===== config.mk =====
export PLATFORM = sky130hd
export DESIGN_NAME = calendar_counter
export DESIGN_NICKNAME = d
export VERILOG_FILES = /design/src/rtl/calendar_counter.sv
export SDC_FILE = /design/constraint.sdc
export NUM_CORES = 1
export LEC_CHECK = 0
export CAP_MARGIN = 20
export CORE_MARGIN = 1
export CORE_UTILIZATION = 36
export CTS_CLUSTER_SIZE = 40
export DETAILED_ROUTE_END_ITERATION = 10
export PLACE_DENSITY = 0.55
export SETUP_SLACK_MARGIN = 0.05
export SYNTH_ARGS = -nofsm -noshare
export SYNTH_HDL_FRONTEND = slang
export SYNTH_SLANG_ARGS = --single-unit
export TNS_END_PERCENT = 5

===== constraint.sdc =====
create_clock -name clk_1Hz -period 43.3 [get_ports clk_1Hz]
set_input_delay 12.99 -clock clk_1Hz [delete_from_list [all_inputs] [get_ports clk_1Hz]]
set_output_delay 12.99 -clock clk_1Hz [all_outputs]
set_load 0.05 [all_outputs]

===== src/rtl/calendar_counter.sv =====
// Day/month/year calendar with Gregorian leap rule, registered day-of-week,
// per-field set-mode editing and validated bulk load.
module calendar_counter #(
  parameter int YEAR_BASE = 2000,
  parameter int YEAR_MAX  = 99,
  parameter int DAY_W     = 5,
  parameter int MON_W     = 4,
  parameter int YEAR_W    = 7
) (
  input  logic              clk_1Hz,
  input  logic              rst,
  input  logic              day_tick,
  input  logic [1:0]        mode,
  input  logic              set_inc,
  input  logic              set_dec,
  input  logic              load,
  input  logic [DAY_W-1:0]  load_day,
  input  logic [MON_W-1:0]  load_mon,
  input  logic [YEAR_W-1:0] load_year,
  output logic [DAY_W-1:0]  days,
  output logic [MON_W-1:0]  months,
  output logic [YEAR_W-1:0] years,
  output logic [2:0]        dow,
  output logic              leap,
  output logic              year_wrap,
  output logic              load_err
);

  typedef enum logic [1:0] {
    MODE_RUN      = 2'd0,
    MODE_SET_DAY  = 2'd1,
    MODE_SET_MON  = 2'd2,
    MODE_SET_YEAR = 2'd3
  } mode_e;

  function automatic logic is_leap_year(input logic [YEAR_W-1:0] yoff);
    int y;
    y = YEAR_BASE + int'(yoff);
    return (((y % 4) == 0) && ((y % 100) != 0)) || ((y % 400) == 0);
  endfunction

  function automatic logic [DAY_W-1:0] days_in_month(input logic [MON_W-1:0] m, input logic lp);
    int n;
    case (int'(m))
      2:             n = lp ? 29 : 28;
      4, 6, 9, 11:   n = 30;
      default:       n = 31;
    endcase
    return DAY_W'(n);
  endfunction

  // Sakamoto: Jan/Feb are treated as months of the previous year.
  function automatic logic [2:0] sakamoto(input logic [DAY_W-1:0] d, input logic [MON_W-1:0] m,
                                          input logic [YEAR_W-1:0] yoff);
    int y;
    int t;
    int s;
    y = YEAR_BASE + int'(yoff);
    if (int'(m) < 3) y = y - 1;
    case (int'(m))
      1: t = 0;   2: t = 3;   3: t = 2;   4: t = 5;
      5: t = 0;   6: t = 3;   7: t = 5;   8: t = 1;
      9: t = 4;  10: t = 6;  11: t = 2;  12: t = 4;
      default: t = 0;
    endcase
    s = y + y / 4 - y / 100 + y / 400 + t + int'(d);
    return 3'(s % 7);
  endfunction

  localparam logic [DAY_W-1:0]  DAY_ONE   = DAY_W'(1);
  localparam logic [MON_W-1:0]  MON_ONE   = MON_W'(1);
  localparam logic [MON_W-1:0]  MON_TOP   = MON_W'(12);
  localparam logic [YEAR_W-1:0] YEAR_ONE  = YEAR_W'(1);
  localparam logic [YEAR_W-1:0] YEAR_TOP  = YEAR_W'(YEAR_MAX);
  localparam logic [2:0]        DOW_RESET = sakamoto(DAY_W'(1), MON_W'(1), YEAR_W'(0));

  logic [DAY_W-1:0]  days_q, days_d;
  logic [MON_W-1:0]  months_q, months_d;
  logic [YEAR_W-1:0] years_q, years_d;
  logic [2:0]        dow_q;
  logic              year_wrap_q, year_wrap_d;
  logic              load_err_q, load_err_d;

  mode_e             mode_sel;
  logic              leap_cur;
  logic [DAY_W-1:0]  dim_cur;
  logic [MON_W-1:0]  mon_edit;
  logic [YEAR_W-1:0] year_edit;
  logic [DAY_W-1:0]  dim_mon_edit;
  logic [DAY_W-1:0]  dim_year_edit;
  logic              load_ok;

  assign mode_sel = mode_e'(mode);
  assign leap_cur = is_leap_year(years_q);
  assign dim_cur  = days_in_month(months_q, leap_cur);

  // Candidate edited fields; set_inc selects direction when exactly one pulse is high.
  assign mon_edit  = set_inc ? ((months_q == MON_TOP) ? MON_ONE : months_q + MON_ONE)
                             : ((months_q == MON_ONE) ? MON_TOP : months_q - MON_ONE);
  assign year_edit = set_inc ? ((years_q == YEAR_TOP) ? '0 : years_q + YEAR_ONE)
                             : ((years_q == '0) ? YEAR_TOP : years_q - YEAR_ONE);
  assign dim_mon_edit  = days_in_month(mon_edit, leap_cur);
  assign dim_year_edit = days_in_month(months_q, is_leap_year(year_edit));

  assign load_ok = (load_mon >= MON_ONE) && (load_mon <= MON_TOP) && (load_year <= YEAR_TOP) &&
                   (load_day >= DAY_ONE) &&
                   (load_day <= days_in_month(load_mon, is_leap_year(load_year)));

  always_comb begin
    days_d      = days_q;
    months_d    = months_q;
    years_d     = years_q;
    year_wrap_d = 1'b0;
    load_err_d  = 1'b0;
    if (load) begin
      if (load_ok) begin
        days_d   = load_day;
        months_d = load_mon;
        years_d  = load_year;
      end else begin
        load_err_d = 1'b1;
      end
    end else if (mode_sel != MODE_RUN) begin
      if (set_inc ^ set_dec) begin
        case (mode_sel)
          MODE_SET_DAY: begin
            if (set_inc) days_d = (days_q == dim_cur) ? DAY_ONE : days_q + DAY_ONE;
            else         days_d = (days_q == DAY_ONE) ? dim_cur : days_q - DAY_ONE;
          end
          MODE_SET_MON: begin
            months_d = mon_edit;
            days_d   = (days_q > dim_mon_edit) ? dim_mon_edit : days_q;
          end
          MODE_SET_YEAR: begin
            years_d = year_edit;
            days_d  = (days_q > dim_year_edit) ? dim_year_edit : days_q;
          end
          default: ;
        endcase
      end
    end else if (day_tick) begin
      if (days_q != dim_cur) begin
        days_d = days_q + DAY_ONE;
      end else begin
        days_d = DAY_ONE;
        if (months_q != MON_TOP) begin
          months_d = months_q + MON_ONE;
        end else begin
          months_d = MON_ONE;
          if (years_q != YEAR_TOP) begin
            years_d = years_q + YEAR_ONE;
          end else begin
            years_d     = '0;
            year_wrap_d = 1'b1;
          end
        end
      end
    end
  end

  always_ff @(posedge clk_1Hz) begin
    if (rst) begin
      days_q      <= DAY_ONE;
      months_q    <= MON_ONE;
      years_q     <= '0;
      dow_q       <= DOW_RESET;
      year_wrap_q <= 1'b0;
      load_err_q  <= 1'b0;
    end else begin
      days_q      <= days_d;
      months_q    <= months_d;
      years_q     <= years_d;
      dow_q       <= sakamoto(days_q, months_q, years_q);
      year_wrap_q <= year_wrap_d;
      load_err_q  <= load_err_d;
    end
  end

  assign days      = days_q;
  assign months    = months_q;
  assign years     = years_q;
  assign dow       = dow_q;
  assign leap      = leap_cur;
  assign year_wrap = year_wrap_q;
  assign load_err  = load_err_q;

endmodule


==> out/summary.log <==
qor: status.outcome complete, no violations
qor: routing.routed_wl 45,000 um
qor: cts.cts_htree_levels 1
qor: timing.setup_viol_count_final 0
qor: synth.synth.cell_area 0.0157 sq mm
qor: routing.vias 16,600
qor: cts.numCtsBuffers 3
qor: floorplanning.num_io_pins 46
qor: cts.clk_root_buffer_cell clkbuf_16
qor: worst_setup_path.r2r_start years[4]
qor: worst_setup_path.slowest_delay 770 ps
qor: global_routing.grt_usage 19.6%
qor: synth.most_common_cell_in_the_netlist nor2_1
qor: layout.flow.area_growth_from_synthesis 6.36%
qor: global_routing.globalRoute.totalOverflow 0
qor: placement.dpl-instance-area 0.0167 sq mm
qor: layout.fin_nets 2,433
qor: timing.fin_tns_setup 0 ps
qor: cts.cts_buffer_depth 2
qor: timing.finalClockSkew 8.61 ps
qor: layout.cell_area_after_layout 0.0167 sq mm
qor: cts.ctsHoldBuffers 0
qor: global_routing.grt_start_max_net_pins 39
qor: cts.cts.repair.resized 0
qor: synth.synthDominantAreaCellType ha_1
qor: synth.synth_sequential_area_ratio 3.05%
qor: synth.synth.top_cells.by_count 204 x nor2_1, 185 x nand2_1, 148 x a21oi_1
qor: timing.tmin_final 27,460 ps
qor: cts.clk_pin_slew_worst_paths 70 ps
qor: worst_setup_path.crit_top_cell ha_1
qor: cts.insertion_delay_to_the_later_sink_of_the_worst_skew_pair 270 ps
qor: floorplanning.overall_die_height 211 um
qor: min_path.worst_hold_path.num_cells 2
qor: placement.dpl.hpwl 35,900 um
qor: floorplanning.core.rowCount 76
qor: synth.post_synth_main_area_contributors ha_1 11%, xnor2_1 6.0%, fa_1 5.5%
qor: min_path.min-delay-start years[6]
qor: floorplanning.core_area 0.0431 sq mm
qor: synth.yosys_register_bits 24
qor: global_routing.first_global_vias 15,300
qor: worst_setup_path.timing.critical_path.from years[4]
qor: flow_run.maxCapViolCount 0
qor: worst_setup_path.crit_path_max_fanout 18
qor: cts.cts_setup_buffers 0
qor: layout.drive_above_1_share 5.09%
qor: worst_setup_path.critical-path-slowest-cell a21oi_1
qor: layout.post_layout_nonfiller_instances 2,805
qor: layout.insertedDiodeCount 0
qor: floorplanning.initial_utilization 36.6%
qor: worst_setup_path.critPathKind reg -> reg
qor: routing.initialDrtViolationCount 1,297
qor: synth.postSynthAreaPerCell 7.01 sq um
qor: timing.timing_worst_slew_pin_value 1070 ps
qor: timing.max_clock_freq 36.4 MHz
qor: global_routing.grt_antenna_before_repair 0
qor: floorplanning.die-area 0.0446 sq mm
qor: timing.grt_setup_unrepaired false
qor: timing.layout_worst_path_cycle_share 63.4%
qor: routing.routedWlPerCell 16.0 um
qor: timing.final_hold_viol_count 0
qor: worst_setup_path.timing.critical_path.required 43,460 ps
qor: synth.synth_ff_type dfxtp_1
qor: worst_setup_path.critical_path.endpoint_type flop
qor: placement.placedCellCount 2,802
qor: placement.gp_routability_congestion 0.930
qor: worst_setup_path.worst-r2r-setup-slack 15,840 ps
qor: timing.timing.final.max_slew_violations 0
qor: synth.synth_edf_count 0
qor: synth.synth_top_area_share 11.4%
qor: min_path.hold_path_class reg -> reg
qor: floorplanning.die_width 211 um
qor: synth.yosysWarnings 0
qor: worst_setup_path.worst_setup_path_start_kind flop
qor: routing.antenna_violating_nets_post_route 0
qor: worst_setup_path.number_of_cells_on_the_worst_reg_to_reg_path 96
qor: global_routing.global_route_wire_length_before_repair 75,100 um
qor: routing.drt-pass1-iter-count 5
qor: synth.synthDistinctLibCells 125
qor: routing.drcViolationCount 0
qor: cts.cts_tree yes
qor: timing.max-slew-margin-rel 28.2%
qor: routing.vias_per_cell 5.91
qor: worst_setup_path.data_arrival_time_of_the_worst_path 27,630 ps
qor: placement.port_buffers 45
qor: synth.synth_async_sr_flop_share 0%
qor: synth.syn-instance-count 2,245
qor: cts.tritoncts_num_sinks 24
-- final timing paths --
check             endpoint
setup reg to reg    dow[1]
hold reg to reg   years[6]
hold / removal    years[6]
setup / recovery    dow[1]
-- critical path: cells and delay by family, from the launching register on --
family | cells | cell delay (ps)
simple gates | 28 | 7530
flops | 1 | 710
mux | 2 | 520
buf+inv | 8 | 1030
compound gates | 39 | 11370
xor+xnor | 6 | 1780
fa+ha+maj | 13 | 4340
-- layout by cell type, fill, tap and decap left out, types with 13 or more instances in the layout --
cell type / Yosys / final
a211o_1: 19 / 19
a211oi_1: 43 / 43
a21o_1: 24 / 24
a21oi_1: 148 / 148
a22oi_1: 14 / 14
a31oi_1: 43 / 43
and2_1: 36 / 36
and3_1: 24 / 24
buf_4: 2 / 14
clkdlybuf4s50_1: 0 / 45
dfxtp_1: 24 / 24
fa_1: 43 / 43
ha_1: 144 / 144
inv_1: 137 / 137
maj3_1: 13 / 13
mux2i_1: 37 / 37
nand2_1: 185 / 185
nand2b_1: 35 / 35
nand3_1: 83 / 83
nand3b_1: 27 / 27
nand4_1: 32 / 32
nor2_1: 204 / 204
nor2b_1: 23 / 23
nor3_1: 80 / 79
nor4_1: 24 / 24
o211ai_1: 21 / 21
o21a_1: 22 / 22
o21ai_0: 112 / 112
o21ai_1: 20 / 20
o22ai_1: 17 / 17
o31ai_1: 26 / 26
or2_2: 16 / 16
or3_1: 25 / 25
xnor2_1: 108 / 108
xor2_1: 48 / 48
-- logic make-up after synthesis --
kind of cell,synth area share [%]
AND/OR/NAND/NOR,28.4
AO/OA/AOI/OAI,33.3
buffers and inverters,5.69
adder cells (fa/ha/maj),17.7
XOR/XNOR,9.09
multiplexers,2.73
other,0.0238
flip-flops,3.05
-- stage by stage --
stage	utilization [%]	hold WS, ps	worst slack (ps)
3_3_place_gp	38.7	638	16980
5_1_grt	38.9	751	13340
2_1_floorplan	-	783	20150
4_1_cts	38.9	665	16290
6_report	38.9	678	15840
3_5_place_dp	38.7	647	16370
-- metal layers --
| metal | global-route usage, % | up-vias | share of wire [%] |
|---|---|---|---|
| li1 | - | 8383 | - |
| met4 | 3.92 | 0 | 1.6 |
| met3 | 1.13 | 56 | 3.7 |
| met1 | 27.2 | 7730 | 49 |
| met2 | 33.4 | 416 | 46 |
| met5 | 0 | - | 0 |
-- area by class of cell --
class / count / area (sq um)
inverter: 139 / 522
clock buffer: 3 / 75.1
sequential: 24 / 480
tap: 585 / 732
timing repair buffer: 60 / 561
multi-input combinational: 1994 / 14400
fill: 4519 / 26300
Power is not shown: default switching activity piles up to over one toggle a cycle in this logic, so the estimate is an artifact.
